`config.mk`:
```
export PLATFORM = sky130hd
export DESIGN_NAME = seq_multiplier_32
export DESIGN_NICKNAME = d
export VERILOG_FILES = /design/src/rtl/seq_multiplier_32.sv
export SDC_FILE = /design/constraint.sdc
export NUM_CORES = 1
export LEC_CHECK = 0
export BUFFER_PORTS_ARGS = -buffer_cell sky130_fd_sc_hd__buf_2
export CAP_MARGIN = 10
export CORE_AREA = 5 5 103 143
export DETAILED_ROUTE_END_ITERATION = 8
export DIE_AREA = 0 0 108 148
export HOLD_SLACK_MARGIN = 0.12
export PLACE_DENSITY = 0.8
export SETUP_SLACK_MARGIN = 0.4
export SLEW_MARGIN = 10
export SYNTH_ARGS = -nofsm -noshare
export SYNTH_HDL_FRONTEND = slang
export SYNTH_SLANG_ARGS = --single-unit
export TNS_END_PERCENT = 1
```
`constraint.sdc`:
```
create_clock -name clk -period 36.1 [get_ports clk]
set_input_delay 3.61 -clock clk [delete_from_list [all_inputs] [get_ports clk]]
set_output_delay 3.61 -clock clk [all_outputs]
set_load 0.005 [all_outputs]
```
`src/rtl/seq_multiplier_32.sv`:
```
// Sequential 32x32 shift-add multiplier: one 32-bit ripple add per cycle, 64-bit product on hi/lo.
// Define SIGNED_MULT_EN to add the is_signed port and a FIX state that applies the product sign.

module ripple_adder_32 (
    input  logic [31:0] a,
    input  logic [31:0] b,
    input  logic        cin,
    output logic [31:0] sum,
    output logic        cout
);
    logic [32:0] w_carry;

    assign w_carry[0] = cin;

    for (genvar g = 0; g < 32; g++) begin : g_fa
        assign sum[g]       = a[g] ^ b[g] ^ w_carry[g];
        assign w_carry[g+1] = (a[g] & b[g]) | (w_carry[g] & (a[g] ^ b[g]));
    end

    assign cout = w_carry[32];
endmodule

module seq_multiplier_32 (
    input  logic        clk,
    input  logic        reset,
    input  logic        start,
    input  logic [31:0] multiplicand,
    input  logic [31:0] multiplier,
`ifdef SIGNED_MULT_EN
    input  logic        is_signed,
`endif
    output logic        busy,
    output logic        done,
    output logic [31:0] hi,
    output logic [31:0] lo,
    output logic [1:0]  dbg_state
);
    // Handshake: start is accepted on a rising edge only while busy=0; operands are
    // captured on that same edge; done pulses for one cycle with hi/lo valid, then busy drops.

`ifdef SIGNED_MULT_EN
    typedef enum logic [1:0] {S_IDLE = 2'd0, S_RUN = 2'd1, S_FIX = 2'd2, S_DONE = 2'd3} state_t;
`else
    typedef enum logic [1:0] {S_IDLE = 2'd0, S_RUN = 2'd1, S_DONE = 2'd3} state_t;
`endif

    state_t      r_state;
    state_t      w_state_next;
    logic [31:0] r_m;
    logic [63:0] r_p;
    logic [5:0]  r_count;
    logic [31:0] r_hi;
    logic [31:0] r_lo;

    logic [31:0] w_mag_a;
    logic [31:0] w_mag_b;
    logic [31:0] w_addend;
    logic [31:0] w_sum;
    logic        w_cout;
    logic [63:0] w_p_next;
    logic        w_last;

`ifdef SIGNED_MULT_EN
    logic        r_neg;
    logic        w_neg_a;
    logic        w_neg_b;

    // Work on magnitudes; the sign is reapplied in FIX. 0x80000000 maps to itself, which is the correct magnitude.
    assign w_neg_a = is_signed & multiplicand[31];
    assign w_neg_b = is_signed & multiplier[31];
    assign w_mag_a = w_neg_a ? (32'd0 - multiplicand) : multiplicand;
    assign w_mag_b = w_neg_b ? (32'd0 - multiplier) : multiplier;
`else
    assign w_mag_a = multiplicand;
    assign w_mag_b = multiplier;
`endif

    assign w_addend = r_p[0] ? r_m : 32'd0;

    ripple_adder_32 u_adder (
        .a    (r_p[63:32]),
        .b    (w_addend),
        .cin  (1'b0),
        .sum  (w_sum),
        .cout (w_cout)
    );

    // The add's carry-out becomes the top product bit after the shift, so all-ones operands cannot overflow.
    assign w_p_next = {w_cout, w_sum, r_p[31:1]};
    assign w_last   = (r_count == 6'd31);

    always_ff @(posedge clk or posedge reset) begin
        if (reset) begin
            r_state <= S_IDLE;
        end else begin
            r_state <= w_state_next;
        end
    end

    always_comb begin
        w_state_next = r_state;
        busy         = 1'b0;
        done         = 1'b0;
        case (r_state)
            S_IDLE: begin
                if (start) begin
                    w_state_next = S_RUN;
                end
            end
            S_RUN: begin
                busy = 1'b1;
                if (w_last) begin
`ifdef SIGNED_MULT_EN
                    w_state_next = S_FIX;
`else
                    w_state_next = S_DONE;
`endif
                end
            end
`ifdef SIGNED_MULT_EN
            S_FIX: begin
                busy         = 1'b1;
                w_state_next = S_DONE;
            end
`endif
            S_DONE: begin
                busy         = 1'b1;
                done         = 1'b1;
                w_state_next = S_IDLE;
            end
            default: begin
                w_state_next = S_IDLE;
            end
        endcase
    end

    always_ff @(posedge clk or posedge reset) begin
        if (reset) begin
            r_m     <= 32'd0;
            r_p     <= 64'd0;
            r_count <= 6'd0;
            r_hi    <= 32'd0;
            r_lo    <= 32'd0;
`ifdef SIGNED_MULT_EN
            r_neg   <= 1'b0;
`endif
        end else begin
            case (r_state)
                S_IDLE: begin
                    if (start) begin
                        r_m     <= w_mag_a;
                        r_p     <= {32'd0, w_mag_b};
                        r_count <= 6'd0;
`ifdef SIGNED_MULT_EN
                        r_neg   <= w_neg_a ^ w_neg_b;
`endif
                    end
                end
                S_RUN: begin
                    r_p     <= w_p_next;
                    r_count <= r_count + 6'd1;
`ifndef SIGNED_MULT_EN
                    if (w_last) begin
                        r_hi <= w_p_next[63:32];
                        r_lo <= w_p_next[31:0];
                    end
`endif
                end
`ifdef SIGNED_MULT_EN
                S_FIX: begin
                    {r_hi, r_lo} <= r_neg ? (64'd0 - r_p) : r_p;
                end
`endif
                default: begin
                end
            endcase
        end
    end

    assign hi        = r_hi;
    assign lo        = r_lo;
    assign dbg_state = r_state;
endmodule

```
==> results of run 1 <==
cell type report:
cell class | instances | area [um^2] | share of cell area, %
multi-input combinational | 351 | 3090 | 33.7
clock inverter | 9 | 161 | 1.76
clock buffer | 23 | 498 | 5.44
tap | 182 | 228 | 2.49
inverter | 65 | 249 | 2.72
sequential | 168 | 4200 | 45.9
timing repair buffer | 142 | 731 | 7.98
metrics by stage:
stage	power (W)	worst slack (ns)	cell area (um^2)
floorplan	0.000528	22.85	7760
global placement	0.000612	22.58	8500
detailed placement	0.000634	22.22	8500
CTS	0.000840	22.13	9160
global route	0.000891	21.74	9160
finish	0.000832	22.22	9160
flip-flops by register name, summed over array words and instances (netlist names):
name and count:
r_m 32, dbg_state 2, r_count 6, lo 32
hi 32, r_p 64
path summary, 6_finish.rpt:
kind	slack, ns	cells after the start	end
min in group asynchronous	3.40	2	r_p[19]
max in group asynchronous	31.26	3	r_count[4]
hold / removal	0.48	1	lo[2]
hold reg to reg	0.48	1	lo[2]
setup / recovery	22.22	40	hi[30]
setup reg to reg	22.22	40	hi[30]
power groups by stage:
stage / Sequential [W] / Clock, W / Combinational, W
floorplan: 0.000324 / 0 / 0.000204
global placement: 0.000330 / 0 / 0.000282
detailed placement: 0.000335 / 0 / 0.000299
CTS: 0.000334 / 0.000204 / 0.000302
global route: 0.000345 / 0.000212 / 0.000333
finish: 0.000334 / 0.000201 / 0.000297
worst register-to-register path: cells and delay by family, from the launching register on:
kind                       cells  cell delay, ns
adders and majority gates     32           12.47
DFF                            1            0.32
and+or+nand+nor                1            0.19
buffers and inverters          6            0.63
muxes                          1            0.10
routing by layer:
layer  vias up  part of all wire (%)
met3        22                   5.3
met1      2649                    42
met4         2                   1.3
li1       2355                     -
met5         -                  0.11
met2       149                    51
cell usage after synthesis, drive strengths merged:
master  count  share of area [%]
dfrtp     168                 54
mux2       67                 11
inv        65                3.1
o21ai      40                2.6
nand2      39                1.9
a21oi      32                2.1
a22oi      32                3.1
fa         31                8.0
mux2i      31                4.0
nor2b      31                2.5
o22ai      26                2.1
buf        22                2.2
clkbuf     19               0.92
and2        5               0.40
and2b       3               0.29
nand4       3               0.24
a22o        2               0.23
ha          2               0.32
nand2b      1               0.18
nor3b       1              0.097
nor4        1               0.16
o21bai      1               0.15
o311ai      1               0.11
o31ai       1              0.097
or3b        1               0.11
cell families after synthesis:
group                    count (synthesis)  share of synthesized area [%]
flip-flops                             168                           54.1
AO/OA/AOI/OAI                          135                           10.4
buffers and inverters                  106                           6.24
multiplexers                            98                           15.0
AND/OR/NAND/NOR                         85                           5.87
adder cells (fa/ha/maj)                 33                           8.32
==> results_tabular.tex, run 1 <==
\begin{tabular}{lr}
\hline
Metric & Value \\
\hline
\multicolumn{2}{l}{\textbf{GRT}} \\
\quad Antenna violations before repair & 1 \\
\quad Overall Global Routing Usage & 22.5\% \\
\quad Vias in the first global route & between 5k and 6k \\
\quad First-pass GRT wire length & around 28000 um \\
\quad Global routing met3 resource utilization & around 5.0\% \\
\quad Highest-utilization routing layer at the global route stage & met2 \\
\quad GR Util met1 & between 20\% and 30\% \\
\quad Global route overflow & 0 \\
\quad Largest net degree at the start of global routing & 98 \\
\quad Fraction of met2 tracks used by global routing & a little under two fifths \\
\multicolumn{2}{l}{\textbf{Power}} \\
\quad Power share of the combinational group & between 30 and 40\% \\
\quad Clock network power share & approximately a quarter \\
\quad Power per standard cell area & 90.9 mW/mm\^{}2 \\
\quad Sequential share of power & roughly 40\% \\
\quad Lkg Pwr & around 4.4 nW \\
\quad Net Sw Power & approximately 0.00028 W \\
\quad Internal power of the cells & between 0.0005 and 0.0006 W \\
\quad Switch share & about a third \\
\quad Maximum resistive drop on vdd & 0.0000479 V \\
\multicolumn{2}{l}{\textbf{Setup path}} \\
\quad R2R Path Start & r\_p[0] \\
\quad CP required & roughly 36 ns \\
\quad CP Buf/Inv Count & 6 \\
\quad Biggest cell delay along the critical path & between 0.5 and 0.6 ns \\
\quad Critical-path cell with the highest stage delay & sky130\_fd\_sc\_hd\_\_fa\_1 \\
\quad Data arrival time of the critical path & 14.13 ns \\
\quad CP top delay family & adder cells \\
\quad Class of the most critical setup path & flip-flop to flip-flop \\
\quad Worst-path fanout max & 34 \\
\quad Most prevalent standard cell on the critical path & sky130\_fd\_sc\_hd\_\_fa\_1 \\
\quad Worst Setup Start Kind & flip-flop \\
\quad Launching element of the worst setup path & r\_p[0] \\
\quad Crit path capture type & flip-flop \\
\multicolumn{2}{l}{\textbf{Yosys}} \\
\quad Per-instance average area after synthesis & $\sim$12 um\^{}2 \\
\quad Synth warn & 0 \\
\quad Number of distinct library cell variants in the gate-level netlist after synthesis & 34 \\
\quad Cells after synthesis & approximately 630 \\
\quad Number of nets produced by synthesis & a little over 700 \\
\quad Seq cells post-synth & around 170 \\
\quad Combined area of all synthesized cells & a little under 0.008 mm\^{}2 \\
\quad Sequential-to-total area share from yosys stat & a little over half \\
\multicolumn{2}{l}{\textbf{STA}} \\
\quad Final Cycle Share & between 30\% and 40\% \\
\quad Setup TNS & 0 ns \\
\quad Slew headroom & a little under a third \\
\quad \# setup viols final & 0 \\
\quad Peak Freq & 72.1 MHz \\
\quad Post-route minimum period & 13.88 ns \\
\quad Final Hold Vio Count & 0 \\
\quad Unrepaired setup endpoints after global routing & false \\
\quad Worst setup skew after layout & around 0.011 ns \\
\quad Count of pins over their slew limit & 0 \\
\quad Slew of the pin with the lowest slew margin & between 1 and 1.5 ns \\
\quad Post-route worst hold slack & just under 0.5 ns \\
\multicolumn{2}{l}{\textbf{Cells and area}} \\
\quad Most common cell after layout, fill and taps aside & sky130\_fd\_sc\_hd\_\_dfrtp\_1 \\
\quad Post-layout utilization of the core & 69.0\% \\
\quad Fill cell count & 953 \\
\quad Most frequent cells in the layout & 168 x sky130\_fd\_sc\_hd\_\_dfrtp\_1, 134 x sky130\_fd\_sc\_hd\_\_buf\_2, 63 x sky130\_fd\_sc\_hd\_\_inv\_1 \\
\quad Final-stage net count & approximately 850 \\
\quad Non-Filler Instances & 940 \\
\quad Ant. Diodes & 0 \\
\quad Share of post-route cells with drive strength above 1 & 29.9\% \\
\quad Syn-to-layout area delta & 18.0\% \\
\multicolumn{2}{l}{\textbf{Clock tree}} \\
\quad Worst-path clk slew & approximately 0.06 ns \\
\quad Root Buffer & sky130\_fd\_sc\_hd\_\_clkbuf\_16 \\
\quad Total CTS buffers & 17 \\
\quad Hold\_buf cts & 0 \\
\quad H-tree level count & 4 \\
\quad Number of gates resized after CTS & 0 \\
\quad Buffers inserted by post-CTS timing repair & 0 \\
\quad CTS tree & built \\
\quad Number of clock sinks & between 150 and 200 \\
\quad Number of buffers between clock root and the deepest sink & 2 \\
\quad Clock latency reported for the late side of the worst-skew pair & approximately 0.42 ns \\
\multicolumn{2}{l}{\textbf{Hold path}} \\
\quad HP Class & flip-flop to flip-flop \\
\quad Startpoint of the lowest-slack hold path & lo[2] \\
\multicolumn{2}{l}{\textbf{Placed design}} \\
\quad \# port buffers & 134 \\
\quad \# placed instances & between 900 and 1k \\
\quad HPWL after detailed placement & between 10000 and 15000 um \\
\quad Final weighted congestion in routability-driven placement & between 0.7 and 0.8 \\
\multicolumn{2}{l}{\textbf{Detailed routing}} \\
\quad Via/cell ratio & between 5 and 6 \\
\quad Pre-antenna DRT Iters & 4 \\
\quad Routed Wire Length & 16900 um \\
\quad Remaining DRCs & 0 \\
\quad Overall via count from detail\_route & between 5k and 6k \\
\quad Initial drt markers & between 200 and 300 \\
\quad Number of nets still failing antenna checks after routing & 0 \\
\quad Routed length per instance & approximately 18 um \\
\multicolumn{2}{l}{\textbf{Floorplan}} \\
\quad DIE WIDTH & around 110 um \\
\quad Placement row count & 50 \\
\quad Effective utilization at floorplan & about three fifths \\
\quad Number of top-level pins & about 140 \\
\quad Die H & $\sim$150 um \\
\quad Full die area & roughly 0.016 mm\^{}2 \\
\quad Core Footprint & 0.0133 mm\^{}2 \\
\multicolumn{2}{l}{\textbf{Job}} \\
\quad Number of maximum-capacitance constraint violations & 0 \\
\multicolumn{2}{l}{\textbf{Outcome}} \\
\quad Outcome & finished clean \\
\hline
\end{tabular}
No activity file was read; power rests on OpenSTA's default activity.
==> run 2, diff against run 1 <==
--- a/config.mk
+++ b/config.mk
@@ -7,11 +7,11 @@
 export LEC_CHECK = 0
 export BUFFER_PORTS_ARGS = -buffer_cell sky130_fd_sc_hd__buf_2
 export CAP_MARGIN = 10
-export CORE_AREA = 5 5 103 143
+export CORE_AREA = 5 5 106 148
 export DETAILED_ROUTE_END_ITERATION = 8
-export DIE_AREA = 0 0 108 148
+export DIE_AREA = 0 0 111 153
 export HOLD_SLACK_MARGIN = 0.12
-export PLACE_DENSITY = 0.8
+export PLACE_DENSITY = 0.75
 export SETUP_SLACK_MARGIN = 0.4
 export SLEW_MARGIN = 10
 export SYNTH_ARGS = -nofsm -noshare
==> constraint.sdc (replaced) <==
create_clock -name clk -period 13.1 [get_ports clk]
set_input_delay 1.31 -clock clk [delete_from_list [all_inputs] [get_ports clk]]
set_output_delay 1.31 -clock clk [all_outputs]
set_load 0.005 [all_outputs]
==> results_tabular.tex, run 2 (same netlist as run 1, synthesis figures left out) <==
\begin{tabular}{lr}
\hline
Metric & Value \\
\hline
\multicolumn{2}{l}{\textbf{Job}} \\
\quad Number of maximum-capacitance constraint violations & 0 \\
\multicolumn{2}{l}{\textbf{Setup path}} \\
\quad Reg2Reg Depth & 39 \\
\quad Most prevalent standard cell on the critical path & sky130\_fd\_sc\_hd\_\_fa\_2 \\
\quad Worst-path fanout max & 2 \\
\quad Worst Setup Start Kind & flip-flop \\
\quad CP top delay family & adder cells \\
\quad Critical-path cell with the highest stage delay & sky130\_fd\_sc\_hd\_\_fa\_1 \\
\quad R2R Path Start & r\_m[0] \\
\quad Crit path capture type & flip-flop \\
\quad Class of the most critical setup path & flip-flop to flip-flop \\
\quad Biggest cell delay along the critical path & 0.51 ns \\
\quad Data arrival time of the critical path & around 13 ns \\
\quad Worst R2R End & hi[30] \\
\quad CP required & $\sim$13 ns \\
\quad R2r setup slk & 0.77 ns \\
\quad CP Buf/Inv Count & 5 \\
\multicolumn{2}{l}{\textbf{Hold path}} \\
\quad Startpoint of the lowest-slack hold path & lo[14] \\
\quad Worst hold endpoint & lo[14] \\
\quad Worst hold stages & 1 \\
\quad HP Class & flip-flop to flip-flop \\
\multicolumn{2}{l}{\textbf{GRT}} \\
\quad Largest net degree at the start of global routing & approximately 100 \\
\quad First-pass GRT wire length & about 29000 um \\
\quad Vias in the first global route & 5662 \\
\quad Overall Global Routing Usage & about a fifth \\
\quad Antenna violations before repair & 1 \\
\quad Global route overflow & 0 \\
\multicolumn{2}{l}{\textbf{Detailed routing}} \\
\quad Initial drt markers & a little under 300 \\
\quad Remaining DRCs & 0 \\
\quad Number of nets still failing antenna checks after routing & 0 \\
\quad Via/cell ratio & about 5.4 \\
\quad Overall via count from detail\_route & just over 5k \\
\quad Pre-antenna DRT Iters & 6 \\
\quad Routed Wire Length & approximately 17000 um \\
\quad Routed length per instance & 17.9 um \\
\multicolumn{2}{l}{\textbf{STA}} \\
\quad Setup TNS & 0 ns \\
\quad Count of pins over their slew limit & 0 \\
\quad Post-route minimum period & around 12 ns \\
\quad Final Cycle Share & a little over nine tenths \\
\quad Peak Freq & approximately 81 MHz \\
\quad Post-route worst setup slack & between 0.7 and 0.8 ns \\
\quad Worst setup skew after layout & 0.0105 ns \\
\quad Slew of the pin with the lowest slew margin & 0.896 ns \\
\quad Slew headroom & a little over 40\% \\
\quad Final Hold Vio Count & 0 \\
\quad \# setup viols final & 0 \\
\quad Unrepaired setup endpoints after global routing & false \\
\multicolumn{2}{l}{\textbf{Cells and area}} \\
\quad Most flops, register & r\_p \\
\quad Most frequent cells in the layout & 168 x sky130\_fd\_sc\_hd\_\_dfrtp\_1, 134 x sky130\_fd\_sc\_hd\_\_buf\_2, 63 x sky130\_fd\_sc\_hd\_\_inv\_1 \\
\quad Ant. Diodes & 0 \\
\quad Syn-to-layout area delta & 17.8\% \\
\quad Final-stage net count & between 800 and 900 \\
\quad Non-Filler Instances & 949 \\
\quad Max FFs per register & 64 \\
\quad Share of post-route cells with drive strength above 1 & 33.0\% \\
\quad Most common cell after layout, fill and taps aside & sky130\_fd\_sc\_hd\_\_dfrtp\_1 \\
\quad Fill cell count & about 1.1k \\
\multicolumn{2}{l}{\textbf{Power}} \\
\quad Power per standard cell area & 245 mW/mm\^{}2 \\
\quad Sequential share of power & about two fifths \\
\quad Internal power of the cells & between 0.001 and 0.0015 W \\
\quad Final total power & about 0.0022 W \\
\quad Lkg Pwr & 4.38 nW \\
\quad Maximum resistive drop on vdd & about 0.00014 V \\
\quad Switch share & around a third \\
\quad Clock network power share & 21.3\% \\
\quad Net Sw Power & approximately 0.0008 W \\
\quad Power share of the combinational group & about 38\% \\
\multicolumn{2}{l}{\textbf{Clock tree}} \\
\quad Hold\_buf cts & 0 \\
\quad Clock latency reported for the late side of the worst-skew pair & 0.42 ns \\
\quad Number of clock sinks & between 150 and 200 \\
\quad Root Buffer & sky130\_fd\_sc\_hd\_\_clkbuf\_16 \\
\quad Worst-path clk slew & $\sim$0.07 ns \\
\quad Total CTS buffers & 17 \\
\quad H-tree level count & 4 \\
\quad Number of buffers between clock root and the deepest sink & 2 \\
\quad CTS tree & built \\
\multicolumn{2}{l}{\textbf{Floorplan}} \\
\quad Full die area & between 0.015 and 0.02 mm\^{}2 \\
\quad DIE WIDTH & roughly 110 um \\
\quad Placement row count & 52 \\
\quad Effective utilization at floorplan & roughly 54\% \\
\quad Number of top-level pins & approximately 140 \\
\quad Core Footprint & roughly 0.014 mm\^{}2 \\
\quad Die H & around 150 um \\
\multicolumn{2}{l}{\textbf{Placed design}} \\
\quad \# placed instances & slightly above 900 \\
\quad HPWL after detailed placement & $\sim$11000 um \\
\quad Final weighted congestion in routability-driven placement & approximately 0.74 \\
\quad \# port buffers & around 130 \\
\quad Setup slack at placement & between 0.15 and 0.2 ns \\
\multicolumn{2}{l}{\textbf{Outcome}} \\
\quad Outcome & finished clean \\
\hline
\end{tabular}
[run 2: changes by cell type in the layout (fill, tap and decap cells not counted), moves of 3 or more]
cell                         change
sky130_fd_sc_hd__buf_4           +3
sky130_fd_sc_hd__bufinv_16       -3
sky130_fd_sc_hd__fa_2           +22
sky130_fd_sc_hd__clkbuf_8        -4
sky130_fd_sc_hd__fa_1           -22
sky130_fd_sc_hd__clkinvlp_4      +3
[run 2: metal layers]
layer  global-route usage [%]  share of wire, %
met1                     26.3                41
met2                     35.3                51
met3                     5.46               6.2
met4                     6.04               1.3
met5                        0             0.065
[run 2: stage by stage]
step                      cell area, um^2  hold slack, ns  util, %
after global routing                 9150           0.496     64.2
after CTS                            9120           0.486     64.0
after detailed placement             8540           0.471     59.9
after global placement               8540           0.462     59.9
final                                9150           0.481     64.2
after floorplan                      7790           0.456        -
[run 2: area by class of cell]
class / count / area [um^2] / share of cell area, %
inverter: 65 / 249 / 2.72
multi-input combinational: 351 / 3140 / 34.3
sequential: 168 / 4200 / 46.0
clock buffer: 19 / 443 / 4.84
clock inverter: 12 / 120 / 1.31
timing repair buffer: 145 / 753 / 8.23
tap: 189 / 236 / 2.59
[run 2: how the worst max path moves through the flow]
stage                   end  cells after the start  startpoint
floorplan           r_p[62]                     41      r_p[0]
global placement    r_p[62]                     39      r_p[0]
detailed placement   hi[30]                     39      r_p[0]
CTS                  hi[30]                     39      r_p[0]
global route        r_p[62]                     39      r_m[0]
finish               hi[30]                     39      r_m[0]
[run 2: worst register-to-register path: cells and delay by family (launching register included)]
family | cells | cell delay [ns]
adder cells (fa/ha/maj) | 32 | 11.30
buffers and inverters | 5 | 0.32
flip-flops | 1 | 0.34
multiplexers | 1 | 0.08
AND/OR/NAND/NOR | 1 | 0.14
[run 2: repair_timing]
item	in CTS	in global routing
resized for setup	7	7
pin swaps	0	1
setup endpoints to repair	4	4
hold endpoints to repair	0	0
cloned	0	0
buffers inserted	0	1
[run 2: power by group through the flow]
stage          logic [W]  registers, W  clock network [W]
6_report        0.000844      0.000917           0.000478
2_1_floorplan   0.000571      0.000893                  0
5_1_grt         0.000959      0.000946           0.000511
3_3_place_gp    0.000794      0.000908                  0
4_1_cts         0.000852      0.000917           0.000488
3_5_place_dp    0.000832      0.000922                  0
==> run 3, diff against run 2 <==
==> constraint.sdc (replaced) <==
create_clock -name clk -period 13.1 [get_ports clk]
set_input_delay 2.62 -clock clk [delete_from_list [all_inputs] [get_ports clk]]
set_output_delay 2.62 -clock clk [all_outputs]
set_load 0.005 [all_outputs]
==> results_tabular.tex, run 3 (same netlist as run 1, synthesis figures left out) <==
\begin{tabular}{lr}
\hline
Metric & Value \\
\hline
\multicolumn{2}{l}{\textbf{Outcome}} \\
\quad Outcome & finished clean \\
\multicolumn{2}{l}{\textbf{Placed design}} \\
\quad \# port buffers & 134 \\
\quad Standard cell area after detailed placement & between 0.008 and 0.009 mm\^{}2 \\
\quad \# placed instances & $\sim$920 \\
\quad HPWL after detailed placement & 11200 um \\
\quad Final weighted congestion in routability-driven placement & 0.728 \\
\multicolumn{2}{l}{\textbf{Cells and area}} \\
\quad Most frequent cells in the layout & 168 x sky130\_fd\_sc\_hd\_\_dfrtp\_1, 134 x sky130\_fd\_sc\_hd\_\_buf\_2, 63 x sky130\_fd\_sc\_hd\_\_inv\_1 \\
\quad Syn-to-layout area delta & 18.3\% \\
\quad Finished Cell Area & a little over 0.009 mm\^{}2 \\
\quad Non-Filler Instances & 950 \\
\quad Max FFs per register & 64 \\
\quad Ant. Diodes & 0 \\
\quad Final-stage net count & between 800 and 900 \\
\quad Share of post-route cells with drive strength above 1 & about a third \\
\quad Fill cell count & 1041 \\
\quad Most common cell after layout, fill and taps aside & sky130\_fd\_sc\_hd\_\_dfrtp\_1 \\
\quad Most flops, register & r\_p \\
\multicolumn{2}{l}{\textbf{Floorplan}} \\
\quad Core Footprint & 0.0142 mm\^{}2 \\
\quad Effective utilization at floorplan & 54.5\% \\
\quad Full die area & $\sim$0.017 mm\^{}2 \\
\quad DIE WIDTH & $\sim$110 um \\
\quad Placement row count & 52 \\
\quad Die H & roughly 150 um \\
\quad Number of top-level pins & 135 \\
\multicolumn{2}{l}{\textbf{STA}} \\
\quad Final Cycle Share & between 90 and 100\% \\
\quad Peak Freq & 81.7 MHz \\
\quad Worst setup skew after layout & approximately 0.011 ns \\
\quad Slew headroom & 41.3\% \\
\quad Final Hold Vio Count & 0 \\
\quad Setup TNS & 0 ns \\
\quad Count of pins over their slew limit & 0 \\
\quad Slew of the pin with the lowest slew margin & slightly below 0.9 ns \\
\quad Post-route minimum period & 12.25 ns \\
\quad \# setup viols final & 0 \\
\quad Unrepaired setup endpoints after global routing & false \\
\multicolumn{2}{l}{\textbf{Clock tree}} \\
\quad Root Buffer & sky130\_fd\_sc\_hd\_\_clkbuf\_16 \\
\quad H-tree level count & 4 \\
\quad Hold\_buf cts & 0 \\
\quad Total CTS buffers & 17 \\
\quad Number of clock sinks & 168 \\
\quad Worst-path clk slew & about 0.070 ns \\
\quad CTS tree & built \\
\quad Clock latency reported for the late side of the worst-skew pair & between 0.4 and 0.5 ns \\
\quad Number of buffers between clock root and the deepest sink & 2 \\
\multicolumn{2}{l}{\textbf{Setup path}} \\
\quad Class of the most critical setup path & flip-flop to flip-flop \\
\quad Critical-path cell with the highest stage delay & sky130\_fd\_sc\_hd\_\_fa\_1 \\
\quad Crit path capture type & flip-flop \\
\quad CP required & 13.37 ns \\
\quad R2R Path Start & r\_m[0] \\
\quad Most prevalent standard cell on the critical path & sky130\_fd\_sc\_hd\_\_fa\_2 \\
\quad Worst-path fanout max & 2 \\
\quad Worst R2R End & hi[30] \\
\quad R2r setup slk & $\sim$0.85 ns \\
\quad Worst Setup Start Kind & flip-flop \\
\quad Reg2Reg Depth & 39 \\
\quad Biggest cell delay along the critical path & about 0.54 ns \\
\quad Data arrival time of the critical path & 12.52 ns \\
\multicolumn{2}{l}{\textbf{GRT}} \\
\quad Overall Global Routing Usage & between 20\% and 30\% \\
\quad Vias in the first global route & 5745 \\
\quad Global route overflow & 0 \\
\quad Largest net degree at the start of global routing & around 100 \\
\quad Antenna violations before repair & 1 \\
\quad First-pass GRT wire length & between 20000 and 30000 um \\
\multicolumn{2}{l}{\textbf{Hold path}} \\
\quad Worst hold endpoint & lo[10] \\
\quad Startpoint of the lowest-slack hold path & lo[10] \\
\quad Worst hold stages & 1 \\
\quad HP Class & flip-flop to flip-flop \\
\multicolumn{2}{l}{\textbf{Power}} \\
\quad Maximum resistive drop on vdd & 0.000122 V \\
\quad Final total power & roughly 0.0023 W \\
\quad Lkg Pwr & around 4.4 nW \\
\quad Power per standard cell area & around 250 mW/mm\^{}2 \\
\multicolumn{2}{l}{\textbf{Detailed routing}} \\
\quad Overall via count from detail\_route & a little over 5k \\
\quad Initial drt markers & approximately 290 \\
\quad Routed Wire Length & 16700 um \\
\quad Remaining DRCs & 0 \\
\quad Routed length per instance & approximately 18 um \\
\quad Via/cell ratio & around 5.4 \\
\quad Number of nets still failing antenna checks after routing & 0 \\
\quad Pre-antenna DRT Iters & 4 \\
\multicolumn{2}{l}{\textbf{Job}} \\
\quad Number of maximum-capacitance constraint violations & 0 \\
\hline
\end{tabular}
==> run 3: changes by cell type in the layout (fill, tap and decap cells not counted), moves of 2 or more <==
cell / previous run / this run
sky130_fd_sc_hd__inv_8: 0 / 2
sky130_fd_sc_hd__clkinvlp_4: 5 / 2
sky130_fd_sc_hd__fa_1: 9 / 11
sky130_fd_sc_hd__fa_2: 22 / 20
==> run 3: timing repair <==
item	4_1_cts	5_1_grt
gates resized for setup	6	6
buffers inserted	1	0
endpoints found under the setup margin	4	4
pin swaps	0	3
==> run 3: final cells by class <==
type                    count  area [um^2]  share of cell area [%]
flip-flops and latches    168         4200                    45.8
multi-input cells         351         3140                    34.2
repair buffers            145          753                    8.20
clock buffers              18          439                    4.78
inverters                  65          249                    2.71
well taps                 189          236                    2.58
clock inverters            14          164                    1.78
==> run 3: where the power goes <==
| group | switching [W] | internal, W | leakage, nW |
|---|---|---|---|
| Sequential | 0.000148 | 0.000768 | 2.11 |
| Clock | 0.000213 | 0.000291 | 0.291 |
| Combinational | 0.000421 | 0.000420 | 2.02 |
==> run 3: worst max-delay path by stage <==
| stage | from | to | slack, ns | cells after the start |
|---|---|---|---|---|
| 2_1_floorplan | r_p[0] | r_p[62] | 0.41 | 41 |
| 3_3_place_gp | r_p[0] | r_p[62] | 0.32 | 39 |
| 3_5_place_dp | r_p[0] | hi[30] | 0.17 | 39 |
| 4_1_cts | r_m[0] | hi[30] | 0.46 | 39 |
| 5_1_grt | r_m[0] | hi[30] | 0.42 | 39 |
| 6_report | r_m[0] | hi[30] | 0.85 | 39 |
==> run 3: through the flow <==
stage	hold WS [ns]	worst slack [ns]	utilization (%)
after floorplan	0.456	0.414	-
after global placement	0.462	0.319	59.9
after detailed placement	0.469	0.173	59.9
after CTS	0.485	0.456	64.3
after global routing	0.500	0.416	64.4
final	0.481	0.853	64.4
==> run 3: worst max-delay path: cells and delay by family, from the launching register on <==
kind	cells	cell delay, ns
adder cells (fa/ha/maj)	32	11.26
flip-flops	1	0.34
buffers and inverters	5	0.32
AND/OR/NAND/NOR	1	0.12
multiplexers	1	0.08
==> run 3: metal layers <==
| metal | wire [um] | global-route usage (%) | up-vias |
|---|---|---|---|
| li1 | - | - | 2361 |
| met1 | 7000 | 26.5 | 2609 |
| met2 | 8670 | 35.3 | 150 |
| met3 | 860 | 4.83 | 15 |
| met4 | 150 | 6.22 | 2 |
| met5 | 13 | 0 | - |
